### src/rtl/sg90_pkg.sv
// sg90 arbiter shared types and duty limits.
// Optional SG90_RETARGET_EN lets the owner retarget during a ramp.
package sg90_pkg;

  typedef logic [7:0] duty_t;

  typedef enum logic [1:0] {
    IDLE,
    RAMP,
    DONE
  } state_t;

  localparam duty_t DUTY_MIN  = 8'd1;
  localparam duty_t DUTY_MAX  = 8'd99;
  localparam duty_t DUTY_INIT = 8'd50;

  function automatic duty_t clamp_duty(duty_t d);
    if (d < DUTY_MIN) return DUTY_MIN;
    if (d > DUTY_MAX) return DUTY_MAX;
    return d;
  endfunction

endpackage

### src/rtl/sg90_if.sv
// Two-requester valid/ready bundle for the sg90 arbiter.
// Master is the requester side, slave is the arbiter.
interface sg90_if;
  import sg90_pkg::*;

  logic  req_a_valid;
  duty_t req_a_duty;
  logic  req_a_ready;
  logic  req_b_valid;
  duty_t req_b_duty;
  logic  req_b_ready;

  modport master (
    output req_a_valid, req_a_duty,
    output req_b_valid, req_b_duty,
    input  req_a_ready, req_b_ready
  );

  modport slave (
    input  req_a_valid, req_a_duty,
    input  req_b_valid, req_b_duty,
    output req_a_ready, req_b_ready
  );

endinterface

### src/rtl/sg90_frame_tick.sv
// Free-running servo frame counter.
// Emits a one-cycle tick on the last count of each frame.
module sg90_frame_tick #(
  parameter int CLK_FRE  = 50,
  parameter int FRAME_US = 20000
) (
  input  logic clk,
  input  logic rst_n,
  output logic tick
);

  localparam logic [23:0] TIME_FRAME = 24'(FRAME_US * CLK_FRE - 1);

  logic [23:0] cnt;

  assign tick = (cnt == TIME_FRAME);

  // count up, wrap to zero on the tick
  always_ff @(posedge clk) begin
    if (!rst_n)    cnt <= '0;
    else if (tick) cnt <= '0;
    else           cnt <= cnt + 24'd1;
  end

endmodule

### src/rtl/sg90_arb.sv
// Round-robin two-requester servo duty arbiter with per-frame ramp.
// Optional SG90_RETARGET_EN: owner may retarget while ramping.
module sg90_arb
  import sg90_pkg::*;
#(
  parameter int CLK_FRE  = 50,
  parameter int FRAME_US = 20000
) (
  input  logic  clk,
  input  logic  rst_n,
  sg90_if.slave bus,
  output duty_t sg90_duty,
  output logic  busy,
  output logic  done,
  output logic  grant_id
);

  state_t state, state_nx;
  duty_t  target, target_nx;
  duty_t  duty_nx;
  logic   grant_nx;
  logic   tick;
  logic   idle, ramp;
  logic   a_rt, b_rt;
  logic   take;
  duty_t  req_clamped;

  sg90_frame_tick #(
    .CLK_FRE  (CLK_FRE),
    .FRAME_US (FRAME_US)
  ) u_tick (
    .clk   (clk),
    .rst_n (rst_n),
    .tick  (tick)
  );

  assign idle = (state == IDLE);
  assign ramp = (state == RAMP);

`ifdef SG90_RETARGET_EN
  assign a_rt = ramp & bus.req_a_valid & ~grant_id;
  assign b_rt = ramp & bus.req_b_valid &  grant_id;
`else
  assign a_rt = 1'b0;
  assign b_rt = 1'b0;
`endif

  assign bus.req_a_ready =
    (idle & bus.req_a_valid & (~bus.req_b_valid | grant_id)) | a_rt;
  assign bus.req_b_ready =
    (idle & bus.req_b_valid & (~bus.req_a_valid | ~grant_id)) | b_rt;

  assign take = bus.req_a_ready | bus.req_b_ready;

  assign req_clamped = clamp_duty(
    bus.req_a_ready ? bus.req_a_duty : bus.req_b_duty);

  assign busy = ~idle;
  assign done = (state == DONE);

  // next state, target, grant and duty step
  always_comb begin
    state_nx  = state;
    target_nx = target;
    duty_nx   = sg90_duty;
    grant_nx  = grant_id;
    if (take) begin
      target_nx = req_clamped;
      grant_nx  = bus.req_b_ready;
    end
    unique case (state)
      IDLE: begin
        if (take)
          state_nx = (req_clamped != sg90_duty) ? RAMP : DONE;
      end
      RAMP: begin
        if (!take) begin
          if (sg90_duty == target)
            state_nx = DONE;
          else if (tick)
            duty_nx = (sg90_duty < target) ?
                      sg90_duty + 8'd1 : sg90_duty - 8'd1;
        end
      end
      DONE:    state_nx = IDLE;
      default: state_nx = IDLE;
    endcase
  end

  // state, target, duty and grant registers
  always_ff @(posedge clk) begin
    if (!rst_n) begin
      state     <= IDLE;
      target    <= DUTY_INIT;
      sg90_duty <= DUTY_INIT;
      grant_id  <= 1'b1;
    end else begin
      state     <= state_nx;
      target    <= target_nx;
      sg90_duty <= duty_nx;
      grant_id  <= grant_nx;
    end
  end

endmodule

### src/flat_wrapper.sv
// flat-port wrapper written by rule: the top's interface ports become plain ports
module sg90_arb_flat import sg90_pkg::*;
#(
  parameter int CLK_FRE  = 50,
  parameter int FRAME_US = 20000
)
  (clk, rst_n, sg90_duty, busy, done, grant_id, bus_req_a_valid, bus_req_a_duty, bus_req_b_valid, bus_req_b_duty, bus_req_a_ready, bus_req_b_ready);
  sg90_if bus_i ();
  input  logic clk;
  input  logic rst_n;
  output duty_t sg90_duty;
  output logic busy;
  output logic done;
  output logic grant_id;
  input wire logic [$bits(bus_i.req_a_valid)-1:0] bus_req_a_valid;
  input wire logic [$bits(bus_i.req_a_duty)-1:0] bus_req_a_duty;
  input wire logic [$bits(bus_i.req_b_valid)-1:0] bus_req_b_valid;
  input wire logic [$bits(bus_i.req_b_duty)-1:0] bus_req_b_duty;
  output wire logic [$bits(bus_i.req_a_ready)-1:0] bus_req_a_ready;
  output wire logic [$bits(bus_i.req_b_ready)-1:0] bus_req_b_ready;
  assign bus_i.req_a_valid = bus_req_a_valid;
  assign bus_i.req_a_duty = bus_req_a_duty;
  assign bus_i.req_b_valid = bus_req_b_valid;
  assign bus_i.req_b_duty = bus_req_b_duty;
  assign bus_req_a_ready = bus_i.req_a_ready;
  assign bus_req_b_ready = bus_i.req_b_ready;
  sg90_arb #(.CLK_FRE(CLK_FRE), .FRAME_US(FRAME_US)) u_core (.clk(clk), .rst_n(rst_n), .bus(bus_i), .sg90_duty(sg90_duty), .busy(busy), .done(done), .grant_id(grant_id));
endmodule
### config.mk
export PLATFORM = sky130hd
export DESIGN_NAME = sg90_arb_flat
export DESIGN_NICKNAME = d
export VERILOG_FILES = /design/src/rtl/sg90_pkg.sv /design/src/rtl/sg90_if.sv /design/src/rtl/sg90_frame_tick.sv /design/src/rtl/sg90_arb.sv /design/src/flat_wrapper.sv
export SDC_FILE = /design/constraint.sdc
export NUM_CORES = 1
export LEC_CHECK = 0
export CAP_MARGIN = 10
export CORE_ASPECT_RATIO = 0.7
export CORE_UTILIZATION = 55
export DETAILED_ROUTE_END_ITERATION = 7
export GPL_TIMING_DRIVEN = 0
export MAX_ROUTING_LAYER = met4
export PLACE_DENSITY = 0.9
export SLEW_MARGIN = 20
export SYNTH_ARGS = -nofsm -noshare
export SYNTH_HDL_FRONTEND = slang
export SYNTH_SLANG_ARGS = --single-unit
### constraint.sdc
create_clock -name clk -period 4.1 [get_ports clk]
set_input_delay 0.82 -clock clk [delete_from_list [all_inputs] [get_ports clk]]
set_output_delay 0.82 -clock clk [all_outputs]
set_load 0.02 [all_outputs]
==> summary.md <==
| Metric | Value |
|---|---|
| Run status | `completed` |
| Via count | `2,484` |
| Data arrival, critical path | `3.62 ns` |
| Worst R2R End | `u_core.sg90_duty[7]` |
| Worst min path class | `flop to flop` |
| Gr usage total | `28.5%` |
| Share of cells above drive strength 1 | `7.80%` |
| Netlist cell types | `60` |
| Critical Path Sink Type | `flop` |
| Main synth FF type | `dfxtp_1` |
| Post-synth top cells | `dfxtp_1 (43), nor2_1 (36), nand2_1 (22)` |
| Final Util | `70.8%` |
| Crit-path max FO | `8` |
| Reg clk slew, reported paths | `0.09 ns` |
| Final Critical Period | `3.41 ns` |
| Setup TNS | `0 ns` |
| Ranking of synthesized cells by area | `dfxtp_1 (32%), ha_1 (6.9%), xnor2_1 (5.8%), nor2_1 (5.0%), xor2_1 (3.2%)` |
| CTS Buffer Depth | `2` |
| Final Wtd Congestion | `0.924` |
| Die width | `85.9 um` |
| Cell count after synthesis | `319` |
| Die height | `60.7 um` |
| Crit path from | `u_core.sg90_duty[3]` |
| Hold Buf Count CTS | `0` |
| DR vias/cell | `5.84` |
| Final Hold Fails | `0` |
| Post-CTS setup buffers | `0` |
| Ys async rst share | `0%` |
| Detail Route Antenna Nets | `0` |
| Count leader, synth | `dfxtp_1` |
| CTS tree | `done` |
| Vias in the first global route | `2,296` |
| RSZ-0062 raised after global routing | `no` |
| Worst hold path stage count | `2` |
| Initial antenna violation count | `0` |
| Worst reg2reg path depth | `12` |
| Hold Slack | `0.467 ns` |
| Io pins | `33` |
| Max frequency | `294 MHz` |
| Slew @ Worst Pin | `0.893 ns` |
| Area leader, netlist | `dfxtp_1` |
| Synth Area per Inst | `8.50 um^2` |
| Synth-to-Final Area Change | `18.3%` |
| DR iter-0 viols | `197` |
| Grt total ovfl | `0` |
| TritonCTS buffer count | `5` |
| Share of the synthesized area in the top cell type | `31.7%` |
| Cell Rows | `20` |
| EDFF count, synth | `0` |
| WL per Instance | `15.8 um` |
| Largest net degree at the start of global routing | `16` |
| Die footprint | `5220 um^2` |
| Area of the core | `4530 um^2` |
| Sequential area share after synthesis | `31.7%` |
| WP data required | `4.31 ns` |
| Final-layout fill cell count | `335` |
| Yosys reg bits | `43` |
| Root Buffer | `clkbuf_8` |
| Tcrit/Tclk final | `83.1%` |
| Count of final setup violators | `0` |
| Sink Count | `43` |
| Post-route cell area | `3210 um^2` |
| Worst r2r src | `u_core.sg90_duty[3]` |
| DRC Markers | `0` |
| First-pass GRT wire length | `10,900 um` |
| Min-delay src | `u_core.target[7]` |
| Post-DP Area | `3110 um^2` |
| Starting Density | `59.9%` |
| Clock Latency Late Sink | `0.31 ns` |
| Setup Skew | `0.00891 ns` |
| Flop2flop setup slack | `0.69 ns` |
| Startpoint types | `flop` |
| Pwr per Cell Area | `350 nW/um^2` |
| Peak supply drop | `0.000179 V` |
| Worst slew margin | `40.5%` |
| H-tree Lvls | `2` |
| Max-cap violations | `0` |
| Final Slew Violations | `0` |
| Leak Pwr | `0.00121 uW` |
| Net Count, Synth | `355` |
| Worst hold endpoint | `u_core.target[7]` |
| Syn. warnings | `0` |
| Post-synthesis cell area | `2710 um^2` |
| Hpwl dp | `5200 um` |
| Nets | `394` |
| IO Port Bufs | `32` |
| Post_cts resized | `0` |
| Final wirelength | `6720 um` |
| Total inserted antenna cells | `0` |
| Setup Crit Path Kind | `flop to flop` |
| 1st-pass router iterations | `4` |
[power by group]
group / internal, uW / total [uW] / switching (uW)
sequential: 434 / 447 / 13.0
clock: 122 / 282 / 160
combinational: 172 / 394 / 222
[through the flow]
stage | worst slack (ns) | instances | power [uW]
floorplan | 1.15 | 319 | 731
global placement | 0.827 | 417 | 820
detailed placement | 0.776 | 417 | 838
CTS | 0.766 | 425 | 1120
global route | 0.469 | 425 | 1190
finish | 0.694 | 425 | 1120
[cell families (layout without fill, tap and decap cells)]
family          after synthesis  in the layout  synth area share, %
fa+ha+maj                    16             16                 7.66
flops                        43             43                 31.7
simple gates                132            132                 26.1
mux                           7              7                 3.18
compound gates               60             60                 17.0
buf+inv                      33             73                 5.21
xor+xnor                     28             28                 9.04
[routing by layer]
layer | GRT usage, % | vias to the layer above | wire length [um]
met3 | 7.62 | 9 | 536
met5 | - | - | 0
met1 | 38.3 | 1182 | 3210
li1 | - | 1213 | -
met4 | 7.38 | 0 | 83
met2 | 42.7 | 80 | 2890
[worst max-delay path, cell delays in order (launching register included)]
cell	delay, ns
dfxtp_1	0.41
ha_1	0.35
nand3_1	0.15
o21bai_1	0.20
a32oi_1	0.69
ha_1	0.37
a21oi_1	0.28
o2111ai_1	0.20
o211ai_1	0.14
xnor2_1	0.15
nand2_2	0.08
xnor2_1	0.12
and2_1	0.16
[final cells by class]
| cell class | count | area, um^2 | share of cell area [%] |
|---|---|---|---|
| Buffer | 10 | 52.6 | 1.64 |
| Clock buffer | 5 | 68.8 | 2.15 |
| Clock inverter | 3 | 25.0 | 0.780 |
| Inverter | 23 | 88.8 | 2.77 |
| Multi-Input combinational cell | 243 | 1710 | 53.3 |
| Sequential cell | 43 | 861 | 26.8 |
| Tap cell | 66 | 82.6 | 2.57 |
| Timing Repair Buffer | 32 | 320 | 9.98 |
[registers in the layout, indices dropped and copies added (netlist names)]
| signal | count |
|---|---|
| u_core.u_tick.cnt | 24 |
| u_core.sg90_duty | 8 |
| u_core.state | 2 |
| u_core.target | 8 |
| u_core.grant_id | 1 |
[cell usage in the layout, fill, tap and decap left out, drive strengths merged, types with 7 or more instances in the layout]
cell / synthesis / layout
nand4: 7 / 7
or3: 8 / 8
xor2: 10 / 10
inv: 22 / 22
ha: 15 / 15
nor3: 9 / 9
o21ai: 10 / 10
clkbuf: 5 / 10
a21oi: 13 / 13
nor2: 37 / 37
clkdlybuf4s50: 0 / 32
dfxtp: 43 / 43
nand2: 23 / 23
xnor2: 18 / 18
nand3: 20 / 20
[how the worst max path moves through the flow]
| stage | end | slack (ns) | depth (start not counted) |
|---|---|---|---|
| floorplan | u_core.sg90_duty[7] | 1.15 | 11 |
| global route | u_core.sg90_duty[6] | 0.47 | 12 |
| global placement | bus_req_b_ready | 0.83 | 5 |
| detailed placement | u_core.sg90_duty[7] | 0.78 | 12 |
| CTS | u_core.sg90_duty[7] | 0.77 | 12 |
| finish | u_core.sg90_duty[7] | 0.69 | 12 |
Power figures use the tool's default switching activity.
